==> config.mk <==
export PLATFORM = sky130hd
export DESIGN_NAME = data_mem_lsu
export DESIGN_NICKNAME = d
export VERILOG_FILES = /design/src/rtl/data_mem_pkg.sv /design/src/rtl/data_mem_lane_align.sv /design/src/rtl/data_mem_lsu.sv
export SDC_FILE = /design/constraint.sdc
export NUM_CORES = 1
export LEC_CHECK = 0
export ABC_CLOCK_PERIOD_IN_PS = 2000
export CAP_MARGIN = 10
export CORE_ASPECT_RATIO = 2
export CORE_MARGIN = 1.5
export CORE_UTILIZATION = 25
export CTS_CLUSTER_SIZE = 12
export DETAILED_ROUTE_END_ITERATION = 10
export GPL_TIMING_DRIVEN = 0
export HOLD_SLACK_MARGIN = 0.03
export PLACE_DENSITY = 0.46
export SYNTH_ARGS = -nofsm -noshare
export SYNTH_HDL_FRONTEND = slang
export SYNTH_SLANG_ARGS = --single-unit
==> constraint.sdc <==
create_clock -name clock -period 2 [get_ports clock]
set_input_delay 0.4 -clock clock [delete_from_list [all_inputs] [get_ports clock]]
set_output_delay 0.4 -clock clock [all_outputs]
set_load 0.05 [all_outputs]
==> src/rtl/data_mem_pkg.sv <==
// Shared encodings and parameter defaults for the data-memory load/store unit.
package data_mem_pkg;

  localparam int unsigned MEM_WORDS_DEFAULT = 129;
  localparam int unsigned AW_DEFAULT        = 9;

  typedef enum logic [1:0] {
    SIZE_BYTE    = 2'b00,
    SIZE_HALF    = 2'b01,
    SIZE_WORD    = 2'b10,
    SIZE_ILLEGAL = 2'b11
  } size_e;

  typedef enum logic [1:0] {
    ST_IDLE,
    ST_ACCESS,
    ST_WRITE,
    ST_RESP
  } state_e;

endpackage

==> src/rtl/data_mem_lane_align.sv <==
// Combinational lane logic: request legality check, load extract/extend, store merge.
module data_mem_lane_align
  import data_mem_pkg::*;
#(
  parameter int unsigned MEM_WORDS = MEM_WORDS_DEFAULT,
  parameter int unsigned AW        = AW_DEFAULT
) (
  input  logic [1:0]    chk_size_i,
  input  logic [AW+1:0] chk_addr_i,
  output logic          chk_error_o,
  input  logic [1:0]    size_i,
  input  logic [1:0]    offset_i,
  input  logic          signed_i,
  input  logic [31:0]   rd_word_i,
  input  logic [31:0]   wdata_i,
  output logic [31:0]   load_data_o,
  output logic [31:0]   store_word_o
);

  localparam logic [AW:0] WORD_LIMIT = (AW+1)'(MEM_WORDS);

  logic [4:0]  shamt;
  logic [31:0] lane;
  logic [31:0] mask;

  assign shamt = {offset_i, 3'b000};
  assign lane  = rd_word_i >> shamt;

  always_comb begin
    chk_error_o = 1'b0;
    case (size_e'(chk_size_i))
      SIZE_BYTE: chk_error_o = 1'b0;
      SIZE_HALF: chk_error_o = chk_addr_i[0];
      SIZE_WORD: chk_error_o = |chk_addr_i[1:0];
      default:   chk_error_o = 1'b1;
    endcase
    if ({1'b0, chk_addr_i[AW+1:2]} >= WORD_LIMIT) chk_error_o = 1'b1;
  end

  // Word accesses are always at offset 0, so the shifted lane is the whole word.
  always_comb begin
    load_data_o = lane;
    mask        = '1;
    case (size_e'(size_i))
      SIZE_BYTE: begin
        load_data_o = {{24{signed_i & lane[7]}}, lane[7:0]};
        mask        = 32'h0000_00FF << shamt;
      end
      SIZE_HALF: begin
        load_data_o = {{16{signed_i & lane[15]}}, lane[15:0]};
        mask        = 32'h0000_FFFF << shamt;
      end
      default: ;
    endcase
    store_word_o = (rd_word_i & ~mask) | ((wdata_i << shamt) & mask);
  end

endmodule

==> src/rtl/data_mem_lsu.sv <==
// Load/store initiator for the word-addressed data memory: one request in flight,
// sub-word stores done as read-modify-write.
module data_mem_lsu
  import data_mem_pkg::*;
#(
  parameter int unsigned MEM_WORDS = MEM_WORDS_DEFAULT,
  parameter int unsigned AW        = AW_DEFAULT
) (
  input  logic          clock,
  input  logic          reset,
  input  logic          req_valid,
  output logic          req_ready,
  input  logic          req_write,
  input  logic [1:0]    req_size,
  input  logic          req_signed,
  input  logic [AW+1:0] req_addr,
  input  logic [31:0]   req_wdata,
  output logic          rsp_valid,
  input  logic          rsp_ready,
  output logic [31:0]   rsp_rdata,
  output logic          rsp_error,
  output logic [AW-1:0] mem_rd_addr,
  input  logic [31:0]   mem_rd_data,
  output logic [AW-1:0] mem_wr_addr,
  output logic [31:0]   mem_wr_data,
  output logic          mem_wr_enable
);

  state_e        state_q, state_d;
  logic          ready_q;
  logic          write_q, write_d;
  logic [1:0]    size_q, size_d;
  logic          signed_q, signed_d;
  logic [1:0]    offset_q, offset_d;
  logic [31:0]   wdata_q, wdata_d;
  logic [AW-1:0] rd_addr_q, rd_addr_d;
  logic [AW-1:0] wr_addr_q, wr_addr_d;
  logic [31:0]   wr_data_q, wr_data_d;
  logic [31:0]   rdata_q, rdata_d;
  logic          error_q, error_d;

  logic          chk_error;
  logic [31:0]   load_data;
  logic [31:0]   store_word;
  logic          accept;

  data_mem_lane_align #(
    .MEM_WORDS (MEM_WORDS),
    .AW        (AW)
  ) u_align (
    .chk_size_i   (req_size),
    .chk_addr_i   (req_addr),
    .chk_error_o  (chk_error),
    .size_i       (size_q),
    .offset_i     (offset_q),
    .signed_i     (signed_q),
    .rd_word_i    (mem_rd_data),
    .wdata_i      (wdata_q),
    .load_data_o  (load_data),
    .store_word_o (store_word)
  );

  assign req_ready     = ready_q && (state_q == ST_IDLE);
  assign accept        = req_valid && req_ready;
  assign rsp_valid     = (state_q == ST_RESP);
  assign rsp_rdata     = rdata_q;
  assign rsp_error     = error_q;
  assign mem_rd_addr   = rd_addr_q;
  assign mem_wr_addr   = wr_addr_q;
  assign mem_wr_data   = wr_data_q;
  assign mem_wr_enable = (state_q == ST_WRITE);

  always_ff @(posedge clock or negedge reset) begin
    if (!reset) begin
      state_q   <= ST_IDLE;
      ready_q   <= 1'b0;
      write_q   <= 1'b0;
      size_q    <= '0;
      signed_q  <= 1'b0;
      offset_q  <= '0;
      wdata_q   <= '0;
      rd_addr_q <= '0;
      wr_addr_q <= '0;
      wr_data_q <= '0;
      rdata_q   <= '0;
      error_q   <= 1'b0;
    end else begin
      state_q   <= state_d;
      ready_q   <= 1'b1;
      write_q   <= write_d;
      size_q    <= size_d;
      signed_q  <= signed_d;
      offset_q  <= offset_d;
      wdata_q   <= wdata_d;
      rd_addr_q <= rd_addr_d;
      wr_addr_q <= wr_addr_d;
      wr_data_q <= wr_data_d;
      rdata_q   <= rdata_d;
      error_q   <= error_d;
    end
  end

  always_comb begin
    state_d   = state_q;
    write_d   = write_q;
    size_d    = size_q;
    signed_d  = signed_q;
    offset_d  = offset_q;
    wdata_d   = wdata_q;
    rd_addr_d = rd_addr_q;
    wr_addr_d = wr_addr_q;
    wr_data_d = wr_data_q;
    rdata_d   = rdata_q;
    error_d   = error_q;
    case (state_q)
      ST_IDLE: begin
        if (accept) begin
          write_d  = req_write;
          size_d   = req_size;
          signed_d = req_signed;
          offset_d = req_addr[1:0];
          wdata_d  = req_wdata;
          rdata_d  = '0;
          error_d  = chk_error;
          if (chk_error) begin
            state_d = ST_RESP;
          end else begin
            rd_addr_d = req_addr[AW+1:2];
            state_d   = ST_ACCESS;
          end
        end
      end
      ST_ACCESS: begin
        // The word buffer is captured already merged, so WRITE only drives the strobe.
        if (write_q) begin
          wr_addr_d = rd_addr_q;
          wr_data_d = store_word;
          state_d   = ST_WRITE;
        end else begin
          rdata_d = load_data;
          state_d = ST_RESP;
        end
      end
      ST_WRITE: state_d = ST_RESP;
      ST_RESP: begin
        if (rsp_ready) state_d = ST_IDLE;
      end
      default: state_d = ST_IDLE;
    endcase
  end

endmodule
==> reports/summary.txt, run 1 <==
status: complete, no violations
DIE WIDTH: 114 um
hpwl dp: 18200 um
CTS tree: yes
cts bufs inserted: 17
GR Overflow Total: 0
vias per cell: 4.84
Synth Area per Inst: 10.9 um2
actual slew at the worst max-slew pin: 564 ps
FF-to-FF End: rsp_rdata[3]
CP max-delay cell: clkdlybuf4s50_1
max-slew violations: 0
CTS HTree Levels: 4
Via Count: 5116
Tmin final: 1970 ps
FF-to-FF setup slack: 100 ps
sequential share of power: 26.5%
dpl ws: -567 ps
Clock Path Buffers: 2
worst setup margin: 29.4 ps
Psw: 8.13 mW
Core Footprint: 0.0239 mm2
EDFF count, synth: 0
GRT Overall Usage: 18.4%
Initial Util: 25.6%
Critical Path Stages: 1
Total Power: 17.0 mW
Crit Path Category: reg2out
top cells by area, synth: dfrtp_1 51%, mux2i_1 10%, mux2_2 9.8%, o21ai_0 5.3%, nand2_1 4.8%
Worst Reg2Reg Path Length in Cells: 7
Power Dens Cells: 1900 mW/mm2
initial antenna violation count: 0
placed insts: 1019
switching share of power: 47.9%
detailed-route wire length: 22800 um
CP top delay family: buffers and inverters
critical path buffer and inverter count: 1
synth warn: 0
first-pass GRT wire length: 34300 um
f_max: 507 MHz
top cells by count, synth: 124 x dfrtp_1, 79 x nand2_1, 65 x o21ai_0, 62 x mux2i_1, 53 x mux2_2
WP data required: 1600 ps
Filler cells: 2376
Yosys reg bits: 124
full die area: 0.0255 mm2
sequential area share after synthesis: 50.7%
Placed Instance Area: 0.00822 mm2
crit-path cells: clkdlybuf4s50_1
top-area cell type share of the netlist area: 50.7%
TritonCTS Sinks: 124
combinational share of power: 55.2%
number of diodes: 0
share of cells above drive strength 1: 19.5%
DR WL/cell: 21.6 um
Syn Nets: 651
maximum vdd ir drop: 567 uV
Crit Path Max Fanout: 2
Setup crit end: mem_wr_data[26]
Slew headroom: 62.6%
RePlAce Congestion: 0.853
Area Overhead vs Synth: 46.0%
Critical Path AT: 1570 ps
clock-pin slew on the worst setup and hold paths: 50 ps
pin count of the biggest net entering global routing: 84
Lkg Pwr: 4.45 nW
Main synth FF type: dfrtp_1
DRC: 0
1st-pass router iterations: 4
Ports: 169
Clk pwr share: 18.3%
Max Cap Viol: 0
final hold violations: 0
Final Skew: 6.79 ps
Hold Path Class: in2async
Worst-Skew Late Latency: 420 ps
post-synth design cell area: 0.00612 mm2
asr flop ratio synth: 100%
DRT antenna net count: 0
Die Ht: 224 um
number of port buffers: 168
Int Power: 8.83 mW
post-layout instance area: 0.00893 mm2
post-synth top area cell: dfrtp_1
Finished Layout Cells: 1057
Root Driver: clkbuf_16
critical path launch point type: flip-flop
final worst-path cycle share: 98.5%
vias in the first global route: 5650
Worst Setup SP: mem_wr_data[26]
Unique masters post-synth: 47
Cells after Synth: 563
Setup crit end kind: output pin
FP Rows: 80
Final setup viols: 0
1st-iter DRT viols: 173
most frequent cell after synthesis: dfrtp_1
Final #Nets: 845
r2r startpoint: offset_q[0]
CP max stage delay: 810 ps
worst hold slack: 458 ps
[worst min path at each step]
stage	start	to	slack, ps	cells past startpoint
after floorplan	reset	mem_rd_addr[0]	100	0
after global placement	mem_wr_addr[0]	mem_wr_addr[0]	460	2
after detailed placement	reset	wdata_q[16]	340	1
after CTS	reset	wdata_q[16]	460	2
after global routing	reset	wdata_q[16]	500	2
final	reset	wdata_q[16]	460	2
[logic make-up after synthesis]
family | after synthesis | synth area share (%)
simple gates | 142 | 11.1
compound gates | 126 | 12.8
flops | 124 | 50.7
mux | 118 | 20.7
buf+inv | 46 | 3.43
fa+ha+maj | 5 | 1.02
other cells | 1 | 0.0613
xor+xnor | 1 | 0.143
[power groups by stage]
stage          logic, mW  registers (mW)  clock network [mW]
2_1_floorplan       3.90            6.76                   0
3_3_place_gp        9.48            4.53                   0
3_5_place_dp        9.59            4.56                   0
4_1_cts             9.35            4.51                3.17
5_1_grt             9.94            4.64                3.29
6_report            9.37            4.49                3.10
[cell usage in the layout (no fill, tap or decap), types with 7 or more instances in the layout]
cell,instances
a211oi_1,8
a21oi_1,23
a221o_1,16
buf_2,11
buf_4,14
clkbuf_1,8
clkbuf_16,17
clkbuf_2,8
clkdlybuf4s50_1,83
dfrtp_1,122
dlygate4sd2_1,60
dlymetal6s2s_1,21
mux2_2,52
mux2i_1,61
nand2_1,77
nand3b_1,7
nor2_1,28
nor3b_1,8
o21ai_0,65
[stage by stage]
| step | setup TNS, ps | util [%] |
|---|---|---|
| 6_report | 0 | 37.3 |
| 5_1_grt | -1.35 | 37.3 |
| 4_1_cts | 0 | 37.0 |
| 3_5_place_dp | -21520 | 34.3 |
| 3_3_place_gp | -559820 | 34.2 |
| 2_1_floorplan | -10.1 | - |
[registers in the layout, summed over array words and instances, names as in the netlist]
signal / flops
signed_q: 1
rsp_error: 1
ready_q: 1
state_q: 2
write_q: 1
mem_wr_addr: 9
wdata_q: 32
rsp_rdata: 32
mem_wr_data: 32
mem_rd_addr: 9
offset_q: 2
size_q: 2
[per-layer routing]
layer / part of all wire (%) / global-route usage [%] / vias up
met5: 0 / 0 / -
met4: 4.5 / 10.4 / 0
met3: 4.1 / 3.29 / 37
met2: 56 / 34.3 / 166
met1: 36 / 18.9 / 2519
li1: - / - / 2394
[layout make-up]
cell class	count	area [um2]	share of cell area (%)
clock buffer	22	484	5.42
tap	287	359	4.02
multi-input combinational	393	2880	32.2
buffer	39	229	2.56
clock inverter	10	114	1.27
sequential	124	3110	34.8
inverter	5	18.8	0.210
timing repair buffer	177	1750	19.6
[what timing repair did]
action                     CTS  global route
resized for setup           93            40
hold buffers                 1             0
hold endpoints to repair    41             0
pin swaps                    3             2
buffers inserted             6             1
setup endpoints to repair  159            62
Note: power is estimated with default switching activity, not from simulation.
==> run 2: changes to the inputs <==
--- a/config.mk
+++ b/config.mk
@@ -15,6 +15,7 @@
 export GPL_TIMING_DRIVEN = 0
 export HOLD_SLACK_MARGIN = 0.03
 export PLACE_DENSITY = 0.46
+export SKIP_LAST_GASP = 1
 export SYNTH_ARGS = -nofsm -noshare
 export SYNTH_HDL_FRONTEND = slang
 export SYNTH_SLANG_ARGS = --single-unit
==> run 2 against run 1 <==
Against the previous run: clock skew is essentially flat; sequential share of layout area about the same; hold slack about the same; core utilization is essentially flat; critical path depth unchanged; register-to-register slack hardly changed; sequential power about the same; critical path type unchanged; highest routed layer unchanged.
==> reports/summary.txt, run 2 (same netlist as run 1, synthesis figures left out) <==
Lkg Pwr: 4.45 nW (about the same)
Die Ht: 224 um (unchanged)
actual slew at the worst max-slew pin: 564 ps (unchanged)
Critical Path AT: 1570 ps (about the same)
sequential share of power: 26.5% (about the same)
1st-pass router iterations: 4 (unchanged)
WP data required: 1600 ps (about the same)
DR WL/cell: 21.6 um (about the same)
cts bufs inserted: 17 (unchanged)
Clk pwr share: 18.3% (about the same)
Clock Path Buffers: 2 (unchanged)
final hold violations: 0 (unchanged)
share of cells above drive strength 1: 19.5% (unchanged)
Area Overhead vs Synth: 45.9% (about the same)
Initial Util: 25.6% (unchanged)
vias per cell: 4.84 (about the same)
Psw: 8.13 mW (unchanged)
Finished Layout Cells: 1057 (unchanged)
detailed-route wire length: 22800 um (about the same)
DRT antenna net count: 0 (unchanged)
TritonCTS Sinks: 124 (unchanged)
CP max-delay cell: clkdlybuf4s50_1
register area: 0.00310 mm2 (about the same)
Int Power: 8.83 mW (about the same)
combinational share of power: 55.2% (about the same)
placed insts: 1019 (unchanged)
Root Driver: clkbuf_16
Filler cells: 2374 (-0.084%)
number of diodes: 0 (unchanged)
max-slew violations: 0 (unchanged)
Final Core Density: 37.3% (about the same)
Hold Path Class: in2async
switching share of power: 47.9% (about the same)
CP max stage delay: 810 ps (about the same)
crit-path cells: clkdlybuf4s50_1
Max Cap Viol: 0 (unchanged)
Final #Nets: 845 (unchanged)
Placed Instance Area: 0.00822 mm2 (unchanged)
Final setup viols: 0 (unchanged)
Slew headroom: 62.6% (unchanged)
Tmin final: 1970 ps (-0.0325 ps)
Crit Path Max Fanout: 2 (unchanged)
DRC: 0 (unchanged)
critical path buffer and inverter count: 1 (unchanged)
first-pass GRT wire length: 34300 um (unchanged)
Via Count: 5114 (-0.039%)
FP Rows: 80 (unchanged)
1st-iter DRT viols: 173 (unchanged)
CTS tree: yes
final worst-path cycle share: 98.5% (about the same)
CP top delay family: buffers and inverters
Ports: 169 (unchanged)
f_max: 507 MHz (about the same)
GRT Overall Usage: 18.4% (unchanged)
commonest non-fill, non-tap cell in the layout: dfrtp_1
unrepaired setup endpoints after global routing: true
Crit Path Category: reg2out
RePlAce Congestion: 0.853 (unchanged)
pin count of the biggest net entering global routing: 84 (unchanged)
number of port buffers: 168 (unchanged)
vias in the first global route: 5650 (unchanged)
Setup crit end kind: output pin
most frequent cells in the layout: 123 x dfrtp_1, 83 x clkdlybuf4s50_1, 77 x nand2_1
Core Footprint: 0.0239 mm2 (unchanged)
Final Skew: 6.79 ps (-0.000830 ps)
Worst-Skew Late Latency: 420 ps (about the same)
CTS HTree Levels: 4 (unchanged)
critical path launch point type: flip-flop
area of the multi-input gates: 0.00288 mm2 (unchanged)
status: complete, no violations
worst hold slack: 458 ps (+0.0120 ps)
initial antenna violation count: 0 (unchanged)
maximum vdd ir drop: 567 uV (unchanged)
Power Dens Cells: 1900 mW/mm2 (about the same)
full die area: 0.0255 mm2 (unchanged)
hpwl dp: 18200 um (unchanged)
post-layout instance area: 0.00893 mm2 (about the same)
Final TNS setup: 0 ps (unchanged)
DIE WIDTH: 114 um (unchanged)
GR Overflow Total: 0 (unchanged)
clock-pin slew on the worst setup and hold paths: 50 ps (about the same)
[run 2: cell count changes in the layout (fill, tap and decap cells not counted), sizes merged]
cell | previous run | this run
clkdlybuf4s15 | 2 | 1
clkbuf | 40 | 41
[run 2: cell type report]
cell class / instances / area share, %
Inverter: 5 / 0.210
Tap cell: 287 / 4.02
Sequential cell: 124 / 34.8
Buffer: 39 / 2.61
Clock inverter: 10 / 1.27
Multi-Input combinational cell: 393 / 32.2
Timing Repair Buffer: 177 / 19.5
Clock buffer: 22 / 5.42
[run 2: power by group through the flow]
| stage | combinational, mW | clock [mW] | sequential [mW] |
|---|---|---|---|
| after CTS | 9.35 | 3.17 | 4.51 |
| after global routing | 9.95 | 3.29 | 4.64 |
| after global placement | 9.48 | 0 | 4.53 |
| final | 9.37 | 3.10 | 4.49 |
| after floorplan | 3.90 | 0 | 6.76 |
| after detailed placement | 9.59 | 0 | 4.56 |
[run 2: per-layer routing]
| metal | track usage [%] | vias to the layer above | routed length (um) | share of wire (%) |
|---|---|---|---|---|
| li1 | - | 2393 | - | - |
| met1 | 18.9 | 2518 | 8140 | 36 |
| met5 | 0 | - | 0 | 0 |
| met3 | 3.29 | 37 | 934 | 4.1 |
| met4 | 10.4 | 0 | 1020 | 4.5 |
| met2 | 34.3 | 166 | 12700 | 56 |
[run 2: what timing repair did]
action                                 4_1_cts  5_1_grt
hold buffers                                 1        0
resized for setup                           89       47
setup endpoints to repair                  159       63
endpoints found under the hold margin       41        0
buffers inserted                             6        1
pin swaps                                    3        2
[run 2: path summary, 6_finish.rpt]
path / depth (start not counted) / start / slack (ps) / end
max: 1 / mem_wr_data[26] / 30 / mem_wr_data[26]
min: 2 / reset / 460 / wdata_q[16]
max reg2reg: 6 / state_q[1] / 100 / rsp_rdata[20]
min reg2reg: 2 / rsp_rdata[9] / 470 / rsp_rdata[9]
max in group asynchronous: 3 / reset / 720 / state_q[0]
min in group clock: 2 / rsp_rdata[9] / 470 / rsp_rdata[9]
[run 2: through the flow]
stage	worst slack, ps	total power, mW
2_1_floorplan	-1.68	10.7
3_3_place_gp	-4380	14.0
3_5_place_dp	-567	14.2
4_1_cts	-84.6	17.0
5_1_grt	-44.3	17.9
6_report	29.4	17.0
==> run 3: changes to the inputs <==
--- a/config.mk
+++ b/config.mk
@@ -8,7 +8,6 @@
 export ABC_CLOCK_PERIOD_IN_PS = 2000
 export CAP_MARGIN = 10
 export CORE_ASPECT_RATIO = 2
-export CORE_MARGIN = 1.5
 export CORE_UTILIZATION = 25
 export CTS_CLUSTER_SIZE = 12
 export DETAILED_ROUTE_END_ITERATION = 10
==> constraint.sdc (replaced) <==
create_clock -name clock -period 2 [get_ports clock]
set_input_delay 0.3 -clock clock [delete_from_list [all_inputs] [get_ports clock]]
set_output_delay 0.3 -clock clock [all_outputs]
set_load 0.05 [all_outputs]
==> run 3 against run 2 <==
Against the previous run: non-clock buffer count is 3 higher; final cell count barely moved; highest routed layer unchanged; wire length decreased by 0.53%; sequential power increased by 1%; hold slack lost 59 ps; first-iteration DRC count up 24%; flip-flop and latch count unchanged; combinational power up 4.4%; critical path depth is the same.
==> reports/summary.txt, run 3 (same netlist as run 1, synthesis figures left out) <==
number of diodes: 0 (unchanged)
Slew headroom: 61.0% (-1.6 points)
CP max stage delay: 830 ps (+20 ps)
WP data required: 1700 ps (+100 ps)
CTS tree: yes
cts bufs inserted: 17 (unchanged)
unrepaired setup endpoints after global routing: true
Clk pwr share: 17.7% (-0.6 points)
Max Cap Viol: 0 (unchanged)
TritonCTS Sinks: 124 (unchanged)
final worst-path cycle share: 98.8% (+0.29 points)
DIE WIDTH: 113 um (-0.88%)
CTS HTree Levels: 4 (unchanged)
1st-iter DRT viols: 214 (+24%)
r2r startpoint: offset_q[0]
CP max-delay cell: clkdlybuf4s50_1
Worst-Skew Late Latency: 420 ps (about the same)
Root Driver: clkbuf_16
sequential share of power: 26.1% (-0.4 points)
1st-pass router iterations: 4 (unchanged)
Final Skew: 8.20 ps (+1.41 ps)
Psw: 8.13 mW (about the same)
DRC: 0 (unchanged)
combinational share of power: 56.2% (+1.0 points)
Worst Setup SP: mem_wr_data[20]
full die area: 0.0251 mm2 (-1.3%)
Via Count: 5074 (-0.78%)
f_max: 506 MHz (-0.30%)
critical path buffer and inverter count: 1 (unchanged)
clock-pin slew on the worst setup and hold paths: 60 ps (about the same)
FP Rows: 80 (unchanged)
CP top delay family: buffers and inverters
Initial Util: 25.6% (unchanged)
Crit Path Max Fanout: 2 (unchanged)
Core Footprint: 0.0239 mm2 (unchanged)
switching share of power: 46.7% (-1.2 points)
GRT Overall Usage: 18.6% (+0.25 points)
vias per cell: 4.80 (-0.88%)
vias in the first global route: 5564 (-1.5%)
worst hold slack: 400 ps (-58.6 ps)
initial antenna violation count: 0 (unchanged)
Area Overhead vs Synth: 46.7%
commonest non-fill, non-tap cell in the layout: clkdlybuf4s50_1
DRT antenna net count: 0 (unchanged)
Hold Path Class: in2async
Critical Path AT: 1680 ps (+110 ps)
Int Power: 9.28 mW (+5.0%)
Crit Path Category: reg2out
actual slew at the worst max-slew pin: 584 ps (+19.9 ps)
Die Ht: 223 um (-0.45%)
most frequent cells in the layout: 163 x clkdlybuf4s50_1, 123 x dfrtp_1, 77 x nand2_1
Setup crit end kind: output pin
Final #Nets: 848 (+0.36%)
pin count of the biggest net entering global routing: 74 (-12%)
crit-path cells: clkdlybuf4s50_1
Clock Path Buffers: 2 (unchanged)
detailed-route wire length: 22700 um (-0.53%)
Power Dens Cells: 1940 mW/mm2 (+2.1%)
Ports: 169 (unchanged)
critical path launch point type: flip-flop
DR WL/cell: 21.5 um (-0.63%)
final hold violations: 0 (unchanged)
RePlAce Congestion: 0.848 (-0.59%)
max-slew violations: 0 (unchanged)
Filler cells: 2379 (+0.21%)
status: complete, no violations
Lkg Pwr: 3.93 nW (-12%)
first-pass GRT wire length: 34000 um (-0.85%)
share of cells above drive strength 1: 19.3% (-0.15 points)
maximum vdd ir drop: 837 uV (+48%)
GR Overflow Total: 0 (unchanged)
Final TNS setup: 0 ps (unchanged)
Final setup viols: 0 (unchanged)
hpwl dp: 18200 um (+0.11%)
Tmin final: 1980 ps (+5.89 ps)
number of port buffers: 168 (unchanged)
-- run 3: changes by cell type in the layout (fill, tap and decap cells not counted), sizes merged --
cell	previous run	this run
clkinvlp	4	1
dlygate4sd2	60	3
dlymetal6s2s	21	0
clkdlybuf4s50	83	163
clkbuf	41	44
clkdlybuf4s15	1	0
-- run 3: power groups by stage --
| stage | Sequential (mW) | Combinational [mW] | Clock (mW) |
|---|---|---|---|
| 2_1_floorplan | 6.76 | 3.90 | 0 |
| 3_3_place_gp | 4.56 | 9.47 | 0 |
| 3_5_place_dp | 4.60 | 9.56 | 0 |
| 4_1_cts | 4.56 | 9.67 | 3.15 |
| 5_1_grt | 4.69 | 10.4 | 3.24 |
| 6_report | 4.55 | 9.78 | 3.08 |
-- run 3: worst paths after layout --
path,slack (ps),depth (start not counted),end
worst max-delay path,20,1,mem_wr_data[20]
worst min-delay path,400,2,wdata_q[12]
worst max register to register,50,7,rsp_rdata[0]
worst min register to register,470,2,mem_wr_addr[2]
max in group asynchronous,810,3,state_q[0]
min in group clock,470,2,mem_wr_addr[2]
-- run 3: per-stage QoR --
| stage | instance area (um2) | setup WS (ps) | std cells | total power [mW] | util (%) |
|---|---|---|---|---|---|
| after detailed placement | 8220 | -477 | 1019 | 14.2 | 34.3 |
| after global routing | 8980 | -27.2 | 1058 | 18.3 | 37.5 |
| after floorplan | 6150 | -1.68 | 563 | 10.7 | - |
| after CTS | 8900 | -129 | 1055 | 17.4 | 37.2 |
| after global placement | 8190 | -4310 | 1018 | 14.0 | 34.2 |
| final | 8980 | 23.5 | 1058 | 17.4 | 37.5 |
-- run 3: timing repair --
item	in CTS	in global routing
setup buffers	5	5
pin swaps	3	1
gates resized for setup	25	24
hold buffers	1	0
hold endpoints to repair	51	0
setup endpoints to repair	94	59
-- run 3: area by class of cell --
| type | instances | area, um2 | share of cell area (%) |
|---|---|---|---|
| Sequential cell | 124 | 3100 | 34.6 |
| Clock buffer | 23 | 498 | 5.55 |
| Timing Repair Buffer | 180 | 1800 | 20.0 |
| Inverter | 5 | 18.8 | 0.209 |
| Buffer | 39 | 231 | 2.58 |
| Clock inverter | 7 | 87.6 | 0.976 |
| Tap cell | 287 | 359 | 4.00 |
| Multi-Input combinational cell | 393 | 2880 | 32.1 |
-- run 3: layer usage --
layer / global-route usage (%) / up-vias / part of all wire (%)
li1: - / 2394 / -
met1: 18.7 / 2478 / 36
met2: 35.2 / 156 / 56
met5: 0 / - / 0
met3: 3.18 / 46 / 3.5
met4: 10.9 / 0 / 4.6
